`src/rtl/control_sequencer.sv`:
```
// control_sequencer: decodes sequence-generator phase strobes and the fetched instruction into datapath strobes.
// Ports: clock, input_reset_n (async, active-low); input_fetch/decode/execute/increment one-hot phases;
//   input_instruction [7:5] opcode [4:0] operand; input_zero_flag from the ALU;
//   output_hold stalls the generator; output_memory_read/ir_load fetch strobes; output_alu_op;
//   output_reg_write/memory_write/pc_load/pc_increment datapath strobes; output_operand registered IR[4:0];
//   output_halted; output_phase_error sticky protocol-violation flag.
// Build option: define PHASE_CHECK_EN to include the phase-order checker; otherwise output_phase_error is tied to 0.
module control_sequencer #(
  parameter int EXEC_MAX = 2
) (
  input  logic       clock,
  input  logic       input_reset_n,
  input  logic       input_fetch,
  input  logic       input_decode,
  input  logic       input_execute,
  input  logic       input_increment,
  input  logic [7:0] input_instruction,
  input  logic       input_zero_flag,
  output logic       output_hold,
  output logic       output_memory_read,
  output logic       output_ir_load,
  output logic [2:0] output_alu_op,
  output logic       output_reg_write,
  output logic       output_memory_write,
  output logic       output_pc_load,
  output logic       output_pc_increment,
  output logic [4:0] output_operand,
  output logic       output_halted,
  output logic       output_phase_error
);
  localparam logic [2:0] OP_LOAD  = 3'd1;
  localparam logic [2:0] OP_STORE = 3'd2;
  localparam logic [2:0] OP_ADD   = 3'd3;
  localparam logic [2:0] OP_SUB   = 3'd4;
  localparam logic [2:0] OP_JMP   = 3'd5;
  localparam logic [2:0] OP_JZ    = 3'd6;
  localparam logic [2:0] OP_HALT  = 3'd7;
  localparam logic [2:0] EMAX     = 3'(EXEC_MAX);
  logic [7:0] ir;
  logic [1:0] exec_count;
  logic       jump_taken, halted, armed;
  logic [2:0] op, len;
  logic       run, fe, de, ex, inc, last;
  assign op   = ir[7:5];
  assign len  = (op == OP_LOAD || op == OP_STORE) ? ((EMAX < 3'd2) ? EMAX : 3'd2) : 3'd1;
  assign last = exec_count == 2'd0;
  // armed keeps decode/execute/increment inert after reset until a fresh fetch arrives
  assign run  = input_reset_n & ~halted;
  assign fe   = input_fetch & run;
  assign de   = input_decode & run & armed;
  assign ex   = input_execute & run & armed;
  assign inc  = input_increment & run & armed;
  assign output_hold         = input_reset_n & (halted | (ex & ~last));
  assign output_memory_read  = fe;
  assign output_ir_load      = fe;
  assign output_alu_op       = !ex ? 3'b000 : op == OP_ADD ? 3'b001 : op == OP_SUB ? 3'b010 : 3'b000;
  assign output_reg_write    = ex & ((op == OP_LOAD & last) | op == OP_ADD | op == OP_SUB);
  assign output_memory_write = ex & op == OP_STORE & last;
  assign output_pc_load      = ex & (op == OP_JMP | (op == OP_JZ & input_zero_flag));
  assign output_pc_increment = inc & ~jump_taken;
  assign output_operand      = ir[4:0];
  assign output_halted       = halted;
  always_ff @(posedge clock or negedge input_reset_n) begin
    if (!input_reset_n) begin
      ir         <= 8'h00;
      exec_count <= 2'd0;
      jump_taken <= 1'b0;
      halted     <= 1'b0;
      armed      <= 1'b0;
    end else begin
      if (fe) begin
        ir    <= input_instruction;
        armed <= 1'b1;
      end
      if (de) exec_count <= 2'(len - 3'd1);
      if (ex && !last) exec_count <= exec_count - 2'd1;
      if (ex && output_pc_load) jump_taken <= 1'b1;
      if (ex && last && op == OP_HALT) halted <= 1'b1;
      if (inc) jump_taken <= 1'b0;
    end
  end
`ifdef PHASE_CHECK_EN
  typedef enum logic [2:0] {PH_NONE, PH_FETCH, PH_DECODE, PH_EXEC, PH_INC} phase_t;
  phase_t     ph_q, ph_d;
  logic       err_q, err_d;
  logic [3:0] phases;
  assign phases = {input_fetch, input_decode, input_execute, input_increment};
  // until the first fetch after reset, no phase history exists, so only a fetch is tracked
  always_comb begin
    ph_d  = input_fetch ? PH_FETCH : input_decode ? PH_DECODE : input_execute ? PH_EXEC :
            input_increment ? PH_INC : ph_q;
    err_d = err_q;
    if ((phases & (phases - 4'd1)) != 4'd0) err_d = 1'b1;
    else if (ph_q == PH_NONE) ph_d = input_fetch ? PH_FETCH : PH_NONE;
    else if ((input_fetch && ph_q != PH_INC) || (input_decode && ph_q != PH_FETCH) ||
             (input_execute && ph_q != PH_DECODE && ph_q != PH_EXEC) ||
             (input_increment && ph_q != PH_EXEC)) err_d = 1'b1;
  end
  always_ff @(posedge clock or negedge input_reset_n) begin
    if (!input_reset_n) begin
      ph_q  <= PH_NONE;
      err_q <= 1'b0;
    end else begin
      ph_q  <= ph_d;
      err_q <= err_d;
    end
  end
  assign output_phase_error = err_q;
`else
  assign output_phase_error = 1'b0;
`endif
endmodule
```
`config.mk`:
```
export PLATFORM = sky130hd
export DESIGN_NAME = control_sequencer
export DESIGN_NICKNAME = d
export VERILOG_FILES = /design/src/rtl/control_sequencer.sv
export SDC_FILE = /design/constraint.sdc
export NUM_CORES = 1
export LEC_CHECK = 0
export ABC_AREA = 1
export BUFFER_PORTS_ARGS = -buffer_cell sky130_fd_sc_hd__buf_2
export CAP_MARGIN = 20
export CELL_PAD_IN_SITES_DETAIL_PLACEMENT = 1
export CELL_PAD_IN_SITES_GLOBAL_PLACEMENT = 2
export CORE_ASPECT_RATIO = 1.4
export CORE_MARGIN = 5
export CORE_UTILIZATION = 25
export DETAILED_ROUTE_END_ITERATION = 12
export PLACE_DENSITY = 0.77
export SETUP_SLACK_MARGIN = 0.4
export SLEW_MARGIN = 10
export SYNTH_ARGS = -nofsm -noshare
export SYNTH_HDL_FRONTEND = slang
export SYNTH_SLANG_ARGS = --single-unit
```
`constraint.sdc`:
```
create_clock -name clock -period 1.95 [get_ports clock]
set_input_delay 0.195 -clock clock [delete_from_list [all_inputs] [get_ports clock]]
set_output_delay 0.195 -clock clock [all_outputs]
set_load 0.005 [all_outputs]
```
* Word level (Yosys, flattened, before mapping)
Index checks and enable logic that the tools add are counted.
Word-level totals: bits in registers 13, input bits 15, output and inout bits 17, word-level logic and storage cells 55
Operators by class: $add $sub $neg 2, equality and inequality tests 7, muxes and demuxes 8, bitwise gates (word level) 24, reduce and logical (&&, ||, !) cells 9
Operators with widths (count):
- $and A1 B1 Y1 | 17
- $eq A3 B3 Y1 const B | 4
- $mux W2 | 6
- $eq A3 B2 Y1 const B | 2
- $logic_and A1 B1 Y1 | 4
- $or A1 B1 Y1 | 4
- $reduce_bool A2 Y1 | 2
- $sub A2 B1 Y2 const B | 2
- $eq A3 B1 Y1 const B | 1
- $not A1 Y1 | 3
- $logic_not A2 Y1 | 1
- $mux W1 | 2
- $logic_not A1 Y1 | 1
- $logic_or A1 B1 Y1 | 1

* Depth between registers and ports, before layout
word-level depth 8, mapped depth 7, gate-level depth less buffers 7

* Worst setup path before layout
OpenSTA, ideal clock, no wires.
path kind flip-flop to output port, from register halted (netlist: output_halted), to output output_alu_op[0], data arrival time 0.941 ns, data required time 1.755 ns, path slack 0.814 ns, cell stages (with the launch flop) 6, buffers on the path 0, cells stage by stage dfrtp_1 inv_1 nand2_1 nor2_4 inv_2 nor3_1
Between the ends: longest elaborated chain between the ends 5
RTL lines:
- from (decl) | RTL line 41 | logic jump_taken, halted, armed;
- from (signal assigned) | RTL line 68 | halted <= 1'b0;
- from (signal assigned) | RTL line 78 | if (ex && last && op == OP_HALT) halted <= 1'b1;
- $not A1 Y1 | RTL line 48 | assign run = input_reset_n & ~halted;
- $and A1 B1 Y1 | RTL line 48
- $and A1 B1 Y1 (2 in series) | RTL line 51 | assign ex = input_execute & run & armed;
- $mux W2 | RTL line 56 | assign output_alu_op = !ex ? 3'b000 : op == OP_ADD ? 3'b001 : op == OP_SUB ? 3'b010 : 3'b000;
- to (decl) | RTL line 22 | output logic [2:0] output_alu_op,
Every way passes these cells.

* Worst setup path in the final report
Same ends and word-level chain as after synthesis.

==> impl_metrics.tcl <==
set metrics [dict create \
    layout-drive-gt1-share_pct 42.3 \
    cts_root_buffer "clkbuf_8" \
    whs_ps 145 \
    critical_path_depth 6 \
    hold_viol 0 \
    drcViolationCount 0 \
    cts_buffers 3 \
    ys_warn_count 0 \
    start_kind "flop" \
    pin_count 32 \
    final_common_cell "nand2_1" \
    grt_max_degree 15 \
    clockBufferDepth 2 \
    seq_power_share_pct 49.3 \
    ant_nets 0 \
    hold_depth 3 \
    path_cells "inv_2 > nand2_2 > nor2_4 > inv_2 > nor3_1 > buf_2" \
    dpl.hpwl_mm 1.56 \
    period_share_pct 75.6 \
    cts.sinks 13 \
    path_clk_slew_ps 60 \
    grt_usage_pct 9.78 \
    cts_tree "yes" \
    die_height_um 75.2 \
    wl_mm 1.92 \
    maxSlewViolCount 0 \
    seq_area_frac_synth_pct 42.9 \
    combPwrFrac_pct 9.3 \
    crit_fanout 5 \
    ir_drop_mv 0.322 \
    initial_core_util_pct 26.1 \
    leakage_nw 0.565 \
    grt_pass1_wl_mm 3.31 \
    syn_inst 99 \
    cap_viol_max_count 0 \
    max_freq_ghz 0.678 \
    num_vias 706 \
    p_int_w 0.000449 \
    avgSynthCellArea_um2 7.66 \
    layout_common_cells "nand2_1 (30), buf_2 (29), dfrtp_1 (12)" \
    rsz0062_at_grt "true" \
    grt_pass1_vias 757 \
    overflow 0 \
    critPathKind "flop to primary output" \
    portBuffers 29 \
    syn2layout_area_growth_pct 30.0 \
    rows 23 \
    power_density_nw_per_um2 593 \
    wl_per_cell_um 11.5 \
    arrival_ps 1280 \
    setup_tns_ps 0 \
    worst_hold_path_type "primary input to flop" \
    p_switching_w 0.000136 \
    crit_top_cell "inv_2" \
    period_minus_slack_ps 1470 \
    utilization_pct 33.9 \
    cp_slowest_cell "dfrtp_1" \
    power_w 0.000584 \
    syn_area_um2 758 \
    clk_latency_ps 240 \
    critPathMaxStageDelay_ps 420 \
    power_frac_clock_pct 41.3 \
    critPathTopFamily "flip-flops" \
    antenna_cells 0 \
    layoutNonFillerInstCount 167 \
    dp.cells 158 \
    core-area_um2 2910 \
    antenna_found_initial 0 \
    swShare_pct 23.2 \
    status "finished clean" \
    avgViaCountPerCell 4.23 \
    dieArea_um2 4250 \
    first_iter_violations 8 \
    die_w_um 56.5 \
    synth_seq_cells 13 \
    skew_ps 0.244 \
    htreeDepth 1 \
    setup_viol 0 \
    nets 146 \
    synth_cell_type_count 21 \
    critPathRequiredTime_ps 1750 \
    routabilityCongestion 0.712 \
    worstSetupEndpointType "primary output" \
    dr.pass1.iters 4 \
    cp_num_buf_inv 3 \
    r2r_cells 4 \
]
[cell usage after synthesis]
library cell,count,share of area (%)
clkinv_2,1,0.66
o21ai_2,1,1.2
dfrtp_1,13,43
nand3_1,8,5.3
inv_2,4,2.0
buf_4,8,7.9
nand2_1,32,16
conb_1,1,0.49
nand2_2,1,0.83
nand2_4,1,1.5
or2_2,1,0.83
nand3_2,1,1.3
nor2_1,3,1.5
nor2_4,2,3.0
a21oi_1,3,2.0
nor4_2,1,1.6
o21ai_0,1,0.66
inv_1,9,4.5
o21ai_1,4,2.6
buf_6,1,1.5
nor3_1,3,2.0
[per-layer routing]
metal	part of all wire (%)	up-vias	global-route usage (%)	wire, µm
li1	-	357	-	-
met1	39	329	10.9	756
met2	55	16	17.9	1050
met3	4.4	4	2.40	84
met4	1.3	0	3.96	24
met5	0	-	0	0
[flip-flops by register name, indices dropped and copies added, names as in the netlist]
signal,cells
output_halted,1
ir,8
armed,1
exec_count,2
jump_taken,1
[cell families after synthesis]
family	after synthesis	synth area share, %
compound gates	9	6.43
other cells	1	0.495
simple gates	53	33.7
flops	13	42.9
buf+inv	23	16.5
[final timing paths]
kind                                           start          endpoint  slack (ps)
worst min-delay path            input_instruction[1]             ir[1]         140
max in group asynchronous              input_reset_n             ir[5]        1290
worst min register to register                 ir[1]             ir[1]         470
min in group asynchronous              input_reset_n     output_halted         480
worst max-delay path                   output_halted  output_alu_op[0]         480
worst max register to register         output_halted             armed         740
[what timing repair did]
| item | CTS | global route |
|---|---|---|
| resized for setup | 1 | 4 |
| buffers inserted | 1 | 3 |
| pin swaps | 1 | 2 |
| hold buffers | 1 | 0 |
| endpoints found under the setup margin | 2 | 6 |
| hold endpoints to repair | 13 | 0 |
[power by group through the flow]
| stage | combinational, W | sequential [W] | clock, W |
|---|---|---|---|
| after global placement | 0.0000503 | 0.000293 | 0 |
| after global routing | 0.0000628 | 0.000290 | 0.000261 |
| after floorplan | 0.0000292 | 0.000291 | 0 |
| after detailed placement | 0.0000519 | 0.000293 | 0 |
| after CTS | 0.0000537 | 0.000288 | 0.000251 |
| final | 0.0000545 | 0.000288 | 0.000242 |
[layout make-up]
| type | instances | area (µm²) |
|---|---|---|
| fillers | 383 | 1920 |
| flip-flops and latches | 13 | 327 |
| multi-input cells | 64 | 322 |
| repair buffers | 35 | 193 |
| inverters | 14 | 53.8 |
| well taps | 37 | 46.3 |
| clock buffers | 4 | 45.0 |
[through the flow]
stage | area (µm²) | setup WS (ps)
6_report | 986 | 476
5_1_grt | 986 | 377
4_1_cts | 952 | 402
3_5_place_dp | 890 | 657
3_3_place_gp | 890 | 686
2_1_floorplan | 762 | 814
[worst reg2reg max path: stages, from the launching register on]
cell and delay [ps]:
dfrtp_1 420, nor2_4 80, nand2_4 100, clkinv_2 180
or2_2 320
Power figures use the tool's default switching activity.
